[config.mk]
export PLATFORM = sky130hd
export DESIGN_NAME = alu_seq_flat
export DESIGN_NICKNAME = d
export VERILOG_FILES = /design/src/rtl/alu_seq_if.sv /design/src/rtl/alu_seq.sv /design/src/flat_wrapper.sv
export SDC_FILE = /design/constraint.sdc
export NUM_CORES = 1
export LEC_CHECK = 0
export BUFFER_PORTS_ARGS = -buffer_cell sky130_fd_sc_hd__buf_2
export CORE_MARGIN = 5
export CORE_UTILIZATION = 60
export CTS_BUF_LIST = sky130_fd_sc_hd__clkbuf_16
export DETAILED_ROUTE_END_ITERATION = 8
export PLACE_DENSITY = 0.83
export SKIP_LAST_GASP = 1
export SLEW_MARGIN = 20
export SYNTH_ARGS = -nofsm -noshare
export SYNTH_HDL_FRONTEND = slang
export SYNTH_SLANG_ARGS = --single-unit
[constraint.sdc]
create_clock -name clk -period 11.2 [get_ports clk]
set_input_delay 2.24 -clock clk [delete_from_list [all_inputs] [get_ports clk]]
set_output_delay 2.24 -clock clk [all_outputs]
set_load 0.1 [all_outputs]
[src/rtl/alu_seq_if.sv]
// Handshake and operand/result bundle for alu_seq.
// The master side issues operations and consumes results; the slave side is the ALU.
interface alu_seq_if #(
  parameter int WIDTH = 16
);
  logic             in_valid;
  logic             in_ready;
  logic [WIDTH-1:0] in_a;
  logic [WIDTH-1:0] in_b;
  logic [3:0]       select;
  logic             out_valid;
  logic             out_ready;
  logic [WIDTH-1:0] alu_out;
  logic             carry;
  logic             zero;
  logic             err;

  modport master (
    output in_valid, in_a, in_b, select, out_ready,
    input  in_ready, out_valid, alu_out, carry, zero, err
  );

  modport slave (
    input  in_valid, in_a, in_b, select, out_ready,
    output in_ready, out_valid, alu_out, carry, zero, err
  );
endinterface

[src/rtl/alu_seq.sv]
// Handshaked ALU with registered result/flags; define ALU_SEQ_MUL_EN to add the
// iterative shift-add multiplier on select 8 (otherwise select 8 is illegal).
module alu_seq #(
  parameter int WIDTH   = 16,
  parameter int SHAMT_W = $clog2(WIDTH)
) (
  input logic     clk,
  input logic     reset,
  alu_seq_if.slave bus
);

`ifdef ALU_SEQ_MUL_EN
  typedef enum logic [1:0] {IDLE = 2'd0, BUSY = 2'd1, DONE = 2'd2} state_t;
`else
  typedef enum logic [1:0] {IDLE = 2'd0, DONE = 2'd2} state_t;
`endif

  state_t           state_q, state_d;
  logic [WIDTH-1:0] alu_out_q, alu_out_d;
  logic             carry_q, carry_d;
  logic             zero_q, zero_d;
  logic             err_q, err_d;

  logic [SHAMT_W-1:0]   sh;
  logic [SHAMT_W:0]     rsh;
  logic [WIDTH:0]       sum, diff, ext_l, ext_r;
  logic signed [WIDTH:0] ext_s;
  logic [WIDTH-1:0]     op_res;
  logic                 op_carry, op_err;

  // Shifts are done one bit wider so the last bit shifted out lands in the extra bit.
  assign sh    = bus.in_b[SHAMT_W-1:0];
  assign rsh   = (SHAMT_W+1)'(WIDTH) - {1'b0, sh};
  assign sum   = {1'b0, bus.in_a} + {1'b0, bus.in_b};
  assign diff  = {1'b0, bus.in_a} - {1'b0, bus.in_b};
  assign ext_l = {1'b0, bus.in_a} << sh;
  assign ext_r = {bus.in_a, 1'b0} >> sh;
  assign ext_s = $signed({bus.in_a, 1'b0}) >>> sh;

  always_comb begin
    op_res   = '0;
    op_carry = 1'b0;
    op_err   = 1'b0;
    case (bus.select)
      4'd0: {op_carry, op_res} = sum;
      4'd1: {op_carry, op_res} = diff;
      4'd2: op_res = bus.in_a & bus.in_b;
      4'd3: op_res = bus.in_a | bus.in_b;
      4'd4: op_res = bus.in_a ^ bus.in_b;
      4'd5: {op_carry, op_res} = ext_l;
      4'd6: {op_res, op_carry} = ext_r;
      4'd7: op_res = (bus.in_a == bus.in_b) ? '0 :
                     (bus.in_a > bus.in_b) ? WIDTH'(1) : WIDTH'(2);
      4'd9: {op_res, op_carry} = ext_s;
      4'd10: op_res = (bus.in_a << sh) | (bus.in_a >> rsh);
      4'd11: op_res = (bus.in_a == bus.in_b) ? '0 :
                      ($signed(bus.in_a) > $signed(bus.in_b)) ? WIDTH'(1) : WIDTH'(2);
      default: op_err = 1'b1;
    endcase
  end

`ifdef ALU_SEQ_MUL_EN
  logic [2*WIDTH-1:0] acc_q, acc_d, mcand_q, mcand_d, acc_step;
  logic [WIDTH-1:0]   mplier_q, mplier_d;
  logic [SHAMT_W-1:0] cnt_q, cnt_d;

  assign acc_step = mplier_q[0] ? acc_q + mcand_q : acc_q;
`endif

  always_comb begin
    state_d   = state_q;
    alu_out_d = alu_out_q;
    carry_d   = carry_q;
    zero_d    = zero_q;
    err_d     = err_q;
`ifdef ALU_SEQ_MUL_EN
    acc_d     = acc_q;
    mcand_d   = mcand_q;
    mplier_d  = mplier_q;
    cnt_d     = cnt_q;
`endif
    case (state_q)
      IDLE: begin
        if (bus.in_valid) begin
`ifdef ALU_SEQ_MUL_EN
          if (bus.select == 4'd8) begin
            state_d   = BUSY;
            alu_out_d = '0;
            carry_d   = 1'b0;
            zero_d    = 1'b0;
            err_d     = 1'b0;
            acc_d     = '0;
            mcand_d   = {{WIDTH{1'b0}}, bus.in_a};
            mplier_d  = bus.in_b;
            cnt_d     = '0;
          end else
`endif
          begin
            state_d   = DONE;
            alu_out_d = op_res;
            carry_d   = op_carry;
            zero_d    = (op_res == '0);
            err_d     = op_err;
          end
        end
      end
`ifdef ALU_SEQ_MUL_EN
      BUSY: begin
        acc_d    = acc_step;
        mcand_d  = mcand_q << 1;
        mplier_d = mplier_q >> 1;
        cnt_d    = cnt_q + 1'b1;
        if (cnt_q == SHAMT_W'(WIDTH - 1)) begin
          state_d   = DONE;
          alu_out_d = acc_step[WIDTH-1:0];
          carry_d   = |acc_step[2*WIDTH-1:WIDTH];
          zero_d    = (acc_step[WIDTH-1:0] == '0);
          err_d     = 1'b0;
        end
      end
`endif
      DONE: begin
        if (bus.out_ready) state_d = IDLE;
      end
      default: state_d = IDLE;
    endcase
  end

  always_ff @(posedge clk) begin
    if (reset) begin
      state_q   <= IDLE;
      alu_out_q <= '0;
      carry_q   <= 1'b0;
      zero_q    <= 1'b0;
      err_q     <= 1'b0;
`ifdef ALU_SEQ_MUL_EN
      acc_q     <= '0;
      mcand_q   <= '0;
      mplier_q  <= '0;
      cnt_q     <= '0;
`endif
    end else begin
      state_q   <= state_d;
      alu_out_q <= alu_out_d;
      carry_q   <= carry_d;
      zero_q    <= zero_d;
      err_q     <= err_d;
`ifdef ALU_SEQ_MUL_EN
      acc_q     <= acc_d;
      mcand_q   <= mcand_d;
      mplier_q  <= mplier_d;
      cnt_q     <= cnt_d;
`endif
    end
  end

  assign bus.in_ready  = (state_q == IDLE);
  assign bus.out_valid = (state_q == DONE);
  assign bus.alu_out   = alu_out_q;
  assign bus.carry     = carry_q;
  assign bus.zero      = zero_q;
  assign bus.err       = err_q;

endmodule
[src/flat_wrapper.sv]
// flat-port wrapper written by rule: the top's interface ports become plain ports
module alu_seq_flat 
#(
  parameter int WIDTH   = 16,
  parameter int SHAMT_W = $clog2(WIDTH)
)
  (clk, reset, bus_in_valid, bus_in_a, bus_in_b, bus_select, bus_out_ready, bus_in_ready, bus_out_valid, bus_alu_out, bus_carry, bus_zero, bus_err);
  alu_seq_if #(.WIDTH(WIDTH)) bus_i ();
  input logic clk;
  input logic reset;
  input wire logic [$bits(bus_i.in_valid)-1:0] bus_in_valid;
  input wire logic [$bits(bus_i.in_a)-1:0] bus_in_a;
  input wire logic [$bits(bus_i.in_b)-1:0] bus_in_b;
  input wire logic [$bits(bus_i.select)-1:0] bus_select;
  input wire logic [$bits(bus_i.out_ready)-1:0] bus_out_ready;
  output wire logic [$bits(bus_i.in_ready)-1:0] bus_in_ready;
  output wire logic [$bits(bus_i.out_valid)-1:0] bus_out_valid;
  output wire logic [$bits(bus_i.alu_out)-1:0] bus_alu_out;
  output wire logic [$bits(bus_i.carry)-1:0] bus_carry;
  output wire logic [$bits(bus_i.zero)-1:0] bus_zero;
  output wire logic [$bits(bus_i.err)-1:0] bus_err;
  assign bus_i.in_valid = bus_in_valid;
  assign bus_i.in_a = bus_in_a;
  assign bus_i.in_b = bus_in_b;
  assign bus_i.select = bus_select;
  assign bus_i.out_ready = bus_out_ready;
  assign bus_in_ready = bus_i.in_ready;
  assign bus_out_valid = bus_i.out_valid;
  assign bus_alu_out = bus_i.alu_out;
  assign bus_carry = bus_i.carry;
  assign bus_zero = bus_i.zero;
  assign bus_err = bus_i.err;
  alu_seq #(.WIDTH(WIDTH), .SHAMT_W(SHAMT_W)) u_core (.clk(clk), .reset(reset), .bus(bus_i));
endmodule
# Word level (Yosys, flattened, before mapping)

Index checks and enable logic that the tools add are counted.

Register bits after elaboration: 21
Bits in latches: 0
Bits in writable memories: 0
ROM bits: 0
Input bits: 40
Output and inout bits: 21
Memories: 0

Add/sub/neg operators: 3
Multiply operators: 0
Divide/modulo/power cells: 0
Magnitude comparators: 2
Eq/ne operators: 14
Shifts and indexed selects: 5
Muxes and demuxes: 10
Bitwise logic cells: 4
Reduce and logical (&&, ||, !) cells: 6

Operators with widths:

| cell                                            | number |
|---|---|
| case mux 16 bit (11 select lines)               | 1 |
| > comparator 16 bit                             | 2 |
| two-way mux 16 bit                              | 2 |
| OR 16 bit                                       | 2 |
| adder 16 x 16 -> 17 bit                         | 1 |
| left shift 16 x 4 -> 17 bit                     | 1 |
| right shift 17 x 4 -> 17 bit                    | 1 |
| >>> shifter 17 x 4 -> 17 bit                    | 1 |
| subtractor 16 x 16 -> 17 bit                    | 1 |
| bitwise AND 16 bit                              | 1 |
| == test 16 bit                                  | 1 |
| == test 4 x 3 -> 1 bit, second input constant   | 4 |
| logical NOT 16 bit                              | 1 |
| left shift 16 x 4 -> 16 bit                     | 1 |
| right shift 16 x 5 -> 16 bit                    | 1 |
| bitwise XOR 16 bit                              | 1 |
| == test 4 bit, second input constant            | 3 |
| OR reduction 11 bit                             | 1 |
| == test 4 x 2 -> 1 bit, second input constant   | 2 |
| two-way mux 2 bit                               | 4 |
| case mux 1 bit (5 select lines)                 | 1 |
| subtractor 5 x 4 -> 5 bit, first input constant | 1 |
| == test 4 x 1 -> 1 bit, second input constant   | 1 |
| logical NOT 4 bit                               | 1 |
| 6 further kinds                                 | 8 |

# Logic depth before layout (Yosys ltp)

Depth after elaboration: 5
Depth in mapped cells: 15
Mapped depth without buffers: 13

# Worst setup path after synthesis

OpenSTA, ideal clock, no wires.

Path type: input to register
From: in bus_in_b[0]
To: reg u_core.zero_q, in the netlist u_core.bus.zero
Arrival time: 5192 ps
Data required time: 11116 ps
Setup slack: 5923 ps
Stages on the path: 15
Buffers on the path: 5
Cells stage by stage: buf_6 > inv_1 > buf_2 > buf_2 > ha_1 > buf_2 > clkbuf_1 > mux4_2 > mux2i_1 > o22ai_1 > nor4_1 > nand4_1 > nor4_1 > nand4_1 > o31ai_2

Longest elaborated chain between the ends: 5
Elaborated cells between the ends (all ways): 21
Classes of those cells: add/sub: 3; order compare: 2; eq/ne: 1; shift: 5; mux: 5; bitwise: 4; reduce/logical: 1

Ends and longest elaborated chain:

| item                                                 | RTL line           | RTL |
|---|---|---|
| from (decl)                                          | flat_wrapper.sv:13 | `input wire logic [$bits(bus_i.in_b)-1:0] bus_in_b;` |
| subtractor 5 x 4 -> 5 bit (tied with other cells)    | alu_seq.sv:33      | `assign rsh = (SHAMT_W+1)'(WIDTH) - {1'b0, sh};` |
| right shift 16 x 5 -> 16 bit (tied with other cells) | alu_seq.sv:55      | `4'd10: op_res = (bus.in_a << sh) \| (bus.in_a >> rsh);` |
| OR 16 bit (tied with other cells)                    | alu_seq.sv:55      |  |
| case mux 16 bit (11 select lines) *                  | alu_seq.sv:44      | `case (bus.select)` |
| logical NOT 16 bit *                                 | alu_seq.sv:102     | `zero_d = (op_res == '0);` |
| to (signal assigned)                                 | alu_seq.sv:146     | `zero_q <= zero_d;` |
| to (decl)                                            | alu_seq.sv:21      | `logic zero_q, zero_d;` |

Mark *: on every way between the ends. The rest lies on a longest branch, timed or not.
A chain may end at the register's enable or synchronous reset.

# Final worst setup path

From: in bus_in_b[1]
To: reg u_core.zero_q, in the netlist u_core.bus.zero

The elaborated chain is that of the path after synthesis.

==> impl_metrics.env <==
export IMPL_status="finished clean"
export IMPL_design_core_area_sq_um=10100
export IMPL_cts_repair_resized=0
export IMPL_yosys_most_used_dff="dfxtp_1"
export IMPL_vias=7202
export IMPL_multi_input_comb_area_sq_um=5170
export IMPL_yosysWarnings=0
export IMPL_p_comb_share_pct=66.4
export IMPL_clock_latency_ns=0.25
export IMPL_cp_max_fo=60
export IMPL_die_x_um=111
export IMPL_numPortBuffers=60
export IMPL_leakage_nw=2.61
export IMPL_grt_overflow_total=0
export IMPL_clock_sinks=20
export IMPL_seq_area_frac_synth_pct=6.53
export IMPL_syn_mean_instance_area_sq_um=7.56
export IMPL_io_pins=61
export IMPL_nets=898
export IMPL_cts_buffers=3
export IMPL_dieArea_sq_um=12300
export IMPL_cts_tree="done"
export IMPL_avgViaCountPerCell=7.65
export IMPL_initial_core_util_pct=60.5
export IMPL_worstHoldPathType="reg2reg"
export IMPL_tns_ns=0
export IMPL_maxCapViolations=0
export IMPL_intPower_uw=261
export IMPL_totalWireLength_um=25700
export IMPL_period_needed_ns=6.59
export IMPL_root_buffer="clkbuf_16"
export IMPL_cts_setup_buffers=0
export IMPL_antennaDiodeCount=0
export IMPL_crit_family="simple AND/OR/NAND/NOR gates"
export IMPL_fillerInstances=879
export IMPL_gp_congestion=1.08
export IMPL_arrival_ns=6.77
export IMPL_ys_ff_latch=20
export IMPL_worst_path_largest_cell_delay_ns=0.96
export IMPL_async_flop_share_pct=0
export IMPL_cp_cell_sequence="buf_2 -> buf_4 -> inv_1 -> ha_1 -> mux4_2 -> mux2i_1 -> o2111ai_1 -> nor4_1 -> nand4_1 -> nor4_1 -> nand4_1 -> o31ai_2"
export IMPL_final_hold_violation_count=0
export IMPL_layout_setup_ws_ns=4.61
export IMPL_dieHeight_um=111
export IMPL_grt_usage_pct=39.9
export IMPL_fp_row_count=37
export IMPL_pre_cts_ws_ns=4.63
export IMPL_final_util_pct=63.0
export IMPL_finalSetupViolations=0
export IMPL_synth_edf_count=0
export IMPL_synthesis_area_sq_um=6130
export IMPL_synth_nets=903
export IMPL_drtIter0Drc=1372
export IMPL_crit_path_end_kind="flip-flop"
export IMPL_seqPwrFrac_pct=15.1
export IMPL_powerDensity_nw_per_um2=83.1
export IMPL_switching_share_pct=50.9
export IMPL_grt_max_degree=61
export IMPL_dp_hpwl_um=19300
export IMPL_wl_per_cell_um=27.3
export IMPL_path_clk_slew_ns=0.06
export IMPL_slew_violations=0
export IMPL_holdBufCountCts=0
export IMPL_fin_skew_ns=0.00266
export IMPL_crit_slowest_cell="ha_1"
export IMPL_cts_max_level=1
export IMPL_relSlewSlack_pct=27.4
export IMPL_dr_pass1_iters=8
export IMPL_critical_path_class="in2reg"
export IMPL_grt_pass1_wl_um=39200
export IMPL_max_freq_ghz=0.152
export IMPL_route_detailed_drc=0
export IMPL_period_share_pct=58.9
export IMPL_area_growth_pct=4.20
export IMPL_tightest_slew_ns=1.07
export IMPL_drive_above_1_share_pct=17.1
export IMPL_antenna_found_initial=0
export IMPL_rsz0062_at_grt="no"
export IMPL_vdd_drop_max_mv=0.0977
export IMPL_path_buf_inv=3
export IMPL_grt_pass1_vias=6531
export IMPL_critPathLaunchType="primary input"
export IMPL_regArea_sq_um=400
export IMPL_p_clk_share_pct=18.5
export IMPL_ys_types=85
export IMPL_p_switching_uw=270
export IMPL_synthCells=811
export IMPL_cts_max_path_buffers=2
export IMPL_drtAntennaViolNets=0
export IMPL_critical_path_required_ns=11.38
[cell type report]
type	instances	area share, %
Timing Repair Buffer	68	5.64
Clock buffer	3	1.18
Multi-Input combinational cell	665	81.0
Clock inverter	1	0.470
Sequential cell	20	6.27
Tap cell	136	2.66
Inverter	48	2.82
[state kept, by name, summed over array words and instances, names as in the netlist]
signal              count
u_core.bus.alu_out     16
u_core.bus.carry        1
u_core.bus.err          1
u_core.bus.zero         1
u_core.state_q          1
[cell usage after synthesis, types with 7 or more instances]
cell type / instances / area, sq um
a211oi_1: 21 / 158
a21o_1: 8 / 60.1
a21oi_1: 54 / 270
a221oi_1: 7 / 61.3
a22oi_1: 9 / 67.6
a311oi_1: 7 / 61.3
a31oi_1: 8 / 50.1
buf_2: 27 / 135
clkbuf_1: 38 / 143
dfxtp_1: 20 / 400
ha_1: 50 / 626
inv_1: 46 / 173
mux2_2: 10 / 113
mux2i_1: 36 / 360
mux4_2: 32 / 721
nand2_1: 61 / 229
nand2b_1: 14 / 87.6
nand3_1: 18 / 90.1
nand4_1: 9 / 56.3
nor2_1: 79 / 297
nor2b_1: 12 / 75.1
nor3_1: 29 / 145
nor4_1: 11 / 68.8
o2111ai_1: 7 / 61.3
o211ai_1: 15 / 113
o21ai_0: 31 / 155
o21bai_1: 7 / 52.6
o22ai_1: 11 / 68.8
[routing by layer]
metal  vias up  GRT usage (%)  wire length [um]
met3       109           10.4              3770
met5         -              0                 0
met4         0           14.4              1260
met1      3396           53.8              9560
met2       620           61.6             11100
li1       3077              -                 -
[cell usage in the layout, fill, tap and decap left out, types with 7 or more instances in the layout]
cell type  count
mux4_2        32
nor4_1        10
nor3_1        29
a31oi_1        8
a21oi_1       54
buf_4          8
nand2_1       61
a211oi_1      21
nor2_1        79
ha_1          50
o21ai_0       31
buf_2         60
nand3_1       18
o21bai_1       7
nor2b_1       11
nand2b_1      14
a21o_1         8
mux2i_1       36
inv_1         46
a22oi_1        9
a221oi_1       7
o211ai_1      15
o2111ai_1      7
a311oi_1       7
mux2_2        10
o22ai_1       11
dfxtp_1       20
nand4_1        9
[power by group through the flow]
| stage | clock (mW) | sequential [mW] | combinational [mW] |
|---|---|---|---|
| floorplan | 0 | 0.124 | 0.212 |
| global placement | 0 | 0.0814 | 0.334 |
| detailed placement | 0 | 0.0818 | 0.338 |
| CTS | 0.0976 | 0.0803 | 0.339 |
| global route | 0.100 | 0.0813 | 0.370 |
| finish | 0.0981 | 0.0803 | 0.353 |
[final timing paths]
check        cells past startpoint  slack, ns             startpoint                    end
min reg2reg                      2       0.46  u_core.bus.alu_out[8]  u_core.bus.alu_out[8]
max                             12       4.61            bus_in_b[1]        u_core.bus.zero
min                              2       0.46  u_core.bus.alu_out[8]  u_core.bus.alu_out[8]
max reg2reg                      9       8.39      u_core.state_q[1]        u_core.bus.zero
[worst reg2reg max path, delay by kind of cell (launching register included)]
family                 cells  cell delay (ns)
AO/OA/AOI/OAI              3             0.66
buffers and inverters      1             0.08
flip-flops                 1             0.35
AND/OR/NAND/NOR            5             1.66
[kinds of logic after synthesis]
| kind of cell | after synthesis | synth area share, % |
|---|---|---|
| compound gates | 254 | 29.8 |
| xor+xnor | 12 | 1.96 |
| fa+ha+maj | 52 | 10.9 |
| buf+inv | 126 | 9.24 |
| flops | 20 | 6.53 |
| mux | 79 | 19.7 |
| simple gates | 268 | 21.9 |
[per-stage QoR]
stage	area [sq um]	hold slack (ns)	total power [mW]	instances
CTS	6390	0.460	0.517	941
floorplan	6130	0.884	0.336	811
global placement	6280	0.440	0.415	937
global route	6390	0.492	0.551	941
detailed placement	6280	0.450	0.420	937
finish	6390	0.460	0.531	941
No activity file was read; power rests on OpenSTA's default activity.
